==> src/rtl/int_arith_pkg.sv <==
// Shared definitions for the integer multiply-accumulate block:
// default datapath width, FSM state type and counter width helper.
package int_arith_pkg;

    localparam int unsigned DEFAULT_N = 16;

    typedef enum logic [1:0] {
        IDLE,
        RUN,
        FIX,
        DONE
    } state_t;

    // Down-counter must hold N/2 itself, hence the extra bit.
    function automatic int unsigned cnt_width(input int unsigned n);
        return $clog2(n / 2) + 1;
    endfunction

    localparam int unsigned CNT_W = cnt_width(DEFAULT_N);

endpackage

==> src/rtl/mag_sign_split.sv <==
// Two's complement to unsigned magnitude plus sign.
// The most negative value maps to magnitude 2^(W-1), which still fits in W
// bits when the magnitude is read as unsigned.
module mag_sign_split #(
    parameter int unsigned W = 8
) (
    input  logic [W-1:0] a,
    output logic [W-1:0] mag,
    output logic         sign
);

    // Negate negative inputs; the unsigned view absorbs the -2^(W-1) case.
    always_comb begin
        sign = a[W-1];
        mag  = sign ? -a : a;
    end

endmodule

==> src/rtl/integer_mac_posr.sv <==
// Sequential reconstruction of a dividend x = q*y + r from a signed
// quotient, divisor and remainder, using an LSB-first shift-add multiplier.
// Optional feature: define INTEGER_MAC_REMCHECK_EN to flag operand triples
// that are not a valid positive-remainder division (y == 0, r < 0, r >= |y|).
module integer_mac_posr
    import int_arith_pkg::*;
#(
    parameter int unsigned N = DEFAULT_N
) (
    input  logic           clock,
    input  logic           reset,
    input  logic           in_valid,
    output logic           in_ready,
    input  logic [N/2-1:0] q,
    input  logic [N/2-1:0] y,
    input  logic [N/2-1:0] r,
    output logic [N-1:0]   x,
    output logic           err,
    output logic           out_valid,
    input  logic           out_ready
);

    localparam int unsigned H  = N / 2;
    localparam int unsigned CW = cnt_width(N);

    state_t         state_q, state_d;
    logic [CW-1:0]  cnt_q,   cnt_d;
    logic [N-1:0]   acc_q,   acc_d;
    logic [H-1:0]   qmag_q,  qmag_d;
    logic [N-1:0]   ysh_q,   ysh_d;
    logic           neg_q,   neg_d;
    logic [H-1:0]   r_q,     r_d;
    logic [N-1:0]   x_q,     x_d;
    logic           err_q,   err_d;

    logic [H-1:0]   q_mag, y_mag;
    logic           q_sign, y_sign;

    logic [N-1:0]   acc_fix;
    logic [N-1:0]   r_ext;
    logic [N-1:0]   sum;
    logic           err_chk;

    mag_sign_split #(.W(H)) u_split_q (
        .a    (q),
        .mag  (q_mag),
        .sign (q_sign)
    );

    mag_sign_split #(.W(H)) u_split_y (
        .a    (y),
        .mag  (y_mag),
        .sign (y_sign)
    );

    // Final correction: apply product sign, then add sign-extended remainder.
    always_comb begin
        acc_fix = neg_q ? -acc_q : acc_q;
        r_ext   = {{H{r_q[H-1]}}, r_q};
        sum     = acc_fix + r_ext;
    end

`ifdef INTEGER_MAC_REMCHECK_EN
    logic [H-1:0] ymag_q, ymag_d;

    // Remainder validity: divisor nonzero, remainder in [0, |y|).
    always_comb begin
        err_chk = (ymag_q == '0) || r_q[H-1] || (r_q >= ymag_q);
    end
`else
    // Check disabled: error flag is constant zero.
    always_comb begin
        err_chk = 1'b0;
    end
`endif

    // Next-state and datapath update for the IDLE/RUN/FIX/DONE sequence.
    always_comb begin
        state_d = state_q;
        cnt_d   = cnt_q;
        acc_d   = acc_q;
        qmag_d  = qmag_q;
        ysh_d   = ysh_q;
        neg_d   = neg_q;
        r_d     = r_q;
        x_d     = x_q;
        err_d   = err_q;
`ifdef INTEGER_MAC_REMCHECK_EN
        ymag_d  = ymag_q;
`endif
        case (state_q)
            IDLE: begin
                if (in_valid) begin
                    qmag_d  = q_mag;
                    ysh_d   = {{H{1'b0}}, y_mag};
                    neg_d   = q_sign ^ y_sign;
                    r_d     = r;
                    acc_d   = '0;
                    cnt_d   = CW'(H);
                    state_d = RUN;
`ifdef INTEGER_MAC_REMCHECK_EN
                    ymag_d  = y_mag;
`endif
                end
            end
            RUN: begin
                if (qmag_q[0]) begin
                    acc_d = acc_q + ysh_q;
                end
                qmag_d = qmag_q >> 1;
                ysh_d  = ysh_q << 1;
                cnt_d  = cnt_q - CW'(1);
                if (cnt_q == CW'(1)) begin
                    state_d = FIX;
                end
            end
            FIX: begin
                x_d     = sum;
                err_d   = err_chk;
                state_d = DONE;
            end
            DONE: begin
                if (out_ready) begin
                    state_d = IDLE;
                end
            end
            default: state_d = IDLE;
        endcase
    end

    // State and datapath registers with asynchronous reset.
    always_ff @(posedge clock or posedge reset) begin
        if (reset) begin
            state_q <= IDLE;
            cnt_q   <= '0;
            acc_q   <= '0;
            qmag_q  <= '0;
            ysh_q   <= '0;
            neg_q   <= 1'b0;
            r_q     <= '0;
            x_q     <= '0;
            err_q   <= 1'b0;
`ifdef INTEGER_MAC_REMCHECK_EN
            ymag_q  <= '0;
`endif
        end else begin
            state_q <= state_d;
            cnt_q   <= cnt_d;
            acc_q   <= acc_d;
            qmag_q  <= qmag_d;
            ysh_q   <= ysh_d;
            neg_q   <= neg_d;
            r_q     <= r_d;
            x_q     <= x_d;
            err_q   <= err_d;
`ifdef INTEGER_MAC_REMCHECK_EN
            ymag_q  <= ymag_d;
`endif
        end
    end

    // Handshake flags decode directly from the state register.
    always_comb begin
        in_ready  = (state_q == IDLE);
        out_valid = (state_q == DONE);
        x         = x_q;
        err       = err_q;
    end

endmodule
==> config.mk <==
export PLATFORM = sky130hd
export DESIGN_NAME = integer_mac_posr
export DESIGN_NICKNAME = d
export VERILOG_FILES = /design/src/rtl/int_arith_pkg.sv /design/src/rtl/mag_sign_split.sv /design/src/rtl/integer_mac_posr.sv
export SDC_FILE = /design/constraint.sdc
export NUM_CORES = 1
export LEC_CHECK = 0
export CORE_MARGIN = 2
export CORE_UTILIZATION = 60
export CTS_BUF_LIST = sky130_fd_sc_hd__clkbuf_8 sky130_fd_sc_hd__clkbuf_16
export CTS_CLUSTER_DIAMETER = 120
export CTS_CLUSTER_SIZE = 40
export DETAILED_ROUTE_END_ITERATION = 16
export DONT_BUFFER_PORTS = 1
export GPL_TIMING_DRIVEN = 0
export PLACE_DENSITY = 0.72
export SLEW_MARGIN = 10
export SYNTH_ARGS = -nofsm -noshare
export SYNTH_HDL_FRONTEND = slang
export SYNTH_SLANG_ARGS = --single-unit
==> constraint.sdc <==
create_clock -name clock -period 9.7 [get_ports clock]
set_clock_uncertainty 0.1 [all_clocks]
set_input_delay 1.94 -clock clock [delete_from_list [all_inputs] [get_ports clock]]
set_output_delay 1.94 -clock clock [all_outputs]
set_load 0.02 [all_outputs]
==> impl_metrics.ini <==
[drt]
dr.pass1.iters = 4
drt-initial-drc-count = 140
num_vias = 3699
drc = 0
vias_per_cell = 5.762
postRouteWirelength_um = 9475
route.antenna.remaining_nets = 0
wl_per_cell_um = 14.76

[clock_network]
ctsHoldBuffers = 0
cts_num_sinks = 71
cts_tree = yes
cts_resized = 0
insertion_delay_ns = 0.35
cts_htree_levels = 3
postCtsSetupRepairBufs = 0
cts_root_buf = clkbuf_8
clock_path_buffers = 2
numCtsBuffers = 9
clkTransAtPathRegs_ns = 0.08

[sta]
tightest_slew_ns = 0.6014
max_freq_mhz = 277.1
finalMaxSlewViolations = 0
hold_viol_final = 0
fin_crit_ns = 3.609
finalSetupTns_ns = 0
setup_viol = 0
rsz0062_at_grt = false
fin_ws_ns = 6.091
fin_crit_sh_pct = 37.21
maxSlewHeadroom_pct = 59.91

[power]
p_comb_share_pct = 58.0
p_seq_share_pct = 29.6
power.switching_mw = 0.8791
power_density_mw_per_mm2 = 369.1
p_total_mw = 1.911
p_int_mw = 1.032
irDropWorstVdd_uv = 134.5
clock_power_share_pct = 12.4
switching_share_pct = 46.00
p_leak_nw = 2.366

[logic_synthesis]
ys_types = 53
synth.area.mux_share_pct = 6.281
synth_area_mm2 = 0.004821
syn_area_per_cell_um2 = 9.218
synth_fa_ha_area_share_pct = 11.73
async_flop_share_pct = 100.0
synth_top_family_by_area = compound AO/OA/AOI/OAI gates
synthFlopType = dfrtp_1
synth_compound_area_share_pct = 19.08
synth_xor_area_share_pct = 9.084
synth.ff_latch_count = 71
syn-num-nets = 595
synthCells = 523
yosys.area_share.simple_pct = 13.31
seq_area_frac_synth_pct = 36.85
yosys_warnings = 0
synth_edf_count = 0

[placed_design]
gp_congestion = 0.8998
dpl.hpwl_um = 7415
place_ws_ns = 6.024
numPortBuffers = 0
dp_cells = 626

[finish]
drive_gt1_share_pct = 9.259
n_antenna_cell = 0
finalNetCount = 607
areaGrowthSynthToFinish_pct = 7.397
final_util_pct = 66.66
layout_commonest_cell = dfrtp_1
layout_common_cells = 71 x dfrtp_1, 63 x nand2_1, 57 x o21ai_0, 42 x ha_1, 36 x a21oi_1
stdcell_count = 642

[hold_path]
hp-class = register to register

[worst_setup_path]
cp.required_ns = 9.84
start_kind = register
crit_path_end_kind = register
max_stage_delay_ns = 0.49
critical_path.top_delay_family = compound AO/OA/AOI/OAI gates
worstSetupPathType = register to register
critPathSlowestCell = dfrtp_1
cp_num_buf_inv = 1
path_max_fanout = 10
arrival_ns = 3.74
path_cells = clkbuf_1, o21ai_0, fa_1, a21o_1, a21o_4, a2111oi_4, nor4_2, or3_1, a21oi_2, xnor2_1, mux2_4

[job]
drv_cap = 0

[die]
dieWidth_um = 93.64
core_mm2 = 0.007767
die_area_mm2 = 0.008768
num_io_pins = 47
initial_core_util_pct = 62.07
fp-row-count = 32
die-height_um = 93.64

[run_status]
status = finished clean

[global_routing]
grt.overflow.total = 0
antenna_found_initial = 0
grt_pass1_wl_um = 16460
grt_max_degree = 52
first_global_vias = 3645
groute.usage.overall_pct = 23.22
-- area by class of cell --
cell class              instances  area (um2)
clock buffers                  10       137.6
plain buffers                  18       78.83
repair buffers                  1       27.53
fillers                       612        2590
multi-input cells             409        2872
clock inverters                 6       61.31
flip-flops and latches         71        1777
well taps                     102       127.6
inverters                      25       96.34
-- power groups by stage --
stage	clock, mW	sequential, mW	combinational, mW
after floorplan	0	0.536	0.912
after global placement	0	0.566	1.06
after detailed placement	0	0.572	1.11
final	0.237	0.565	1.11
after global routing	0.253	0.584	1.26
after CTS	0.242	0.566	1.12
-- worst register-to-register path, delay by kind of cell (launching register included) --
kind,cells,cell delay [ns]
compound gates,5,1.26
xor+xnor,1,0.07
fa+ha+maj,1,0.47
buf+inv,1,0.37
flops,1,0.49
mux,1,0.25
simple gates,2,0.50
-- cell usage after synthesis, types with 4 or more instances --
master	number	area, um2
nand3_1	6	30.03
mux2_2	22	247.7
o21ai_0	57	285.3
nor2b_1	6	37.54
or3_1	7	43.79
xnor2_1	31	271.5
o41ai_1	5	43.79
nor2_1	32	120.1
nor3_1	9	45.04
a22o_1	9	78.83
a21oi_1	36	180.2
o31ai_1	8	60.06
a21o_1	7	52.55
ha_1	42	525.5
buf_1	4	15.01
dfrtp_1	71	1777
nand2b_1	6	37.54
mux2i_1	4	40.04
clkbuf_1	12	45.04
xor2_1	19	166.4
inv_1	25	93.84
nand2_1	63	236.5
-- sequential cells by signal, summed over array words and instances, names as in the netlist --
name,cells
ysh_q,16
qmag_q,8
cnt_q,4
x,16
r_q,8
acc_q,16
neg_q,1
state_q,2
-- metal layers --
layer  global-route usage, %  up-vias  wire [um]
li1                        -     1878          -
met1                   30.10     1731       4384
met2                   39.57       77       4602
met3                   3.868       13        346
met4                   7.609        0        140
met5                       0        -          0
-- final timing paths --
path                           start        end  slack, ns  depth (start not counted)
setup / recovery               neg_q      x[12]       6.09                         11
hold / removal             qmag_q[2]  qmag_q[2]       0.39                          2
setup reg to reg               neg_q      x[12]       6.09                         11
hold reg to reg            qmag_q[2]  qmag_q[2]       0.39                          2
max in group asynchronous      reset   ysh_q[9]       7.66                          2
min in group asynchronous      reset       x[1]       1.30                          1
-- cell families (layout without fill, tap and decap cells) --
logic type / Yosys count / in the layout
XOR/XNOR: 50 / 50
other: 1 / 1
AND/OR/NAND/NOR: 141 / 141
flip-flops: 71 / 71
adder cells (fa/ha/maj): 44 / 44
buffers and inverters: 43 / 60
AO/OA/AOI/OAI: 146 / 146
multiplexers: 27 / 27
-- through the flow --
step                hold slack, ns  area [um2]
floorplan                   0.3496        4821
global placement            0.3693        4949
detailed placement          0.3772        4979
CTS                         0.3922        5177
global route                0.4325        5177
finish                      0.3941        5177
Note: power is estimated with default switching activity, not from simulation.
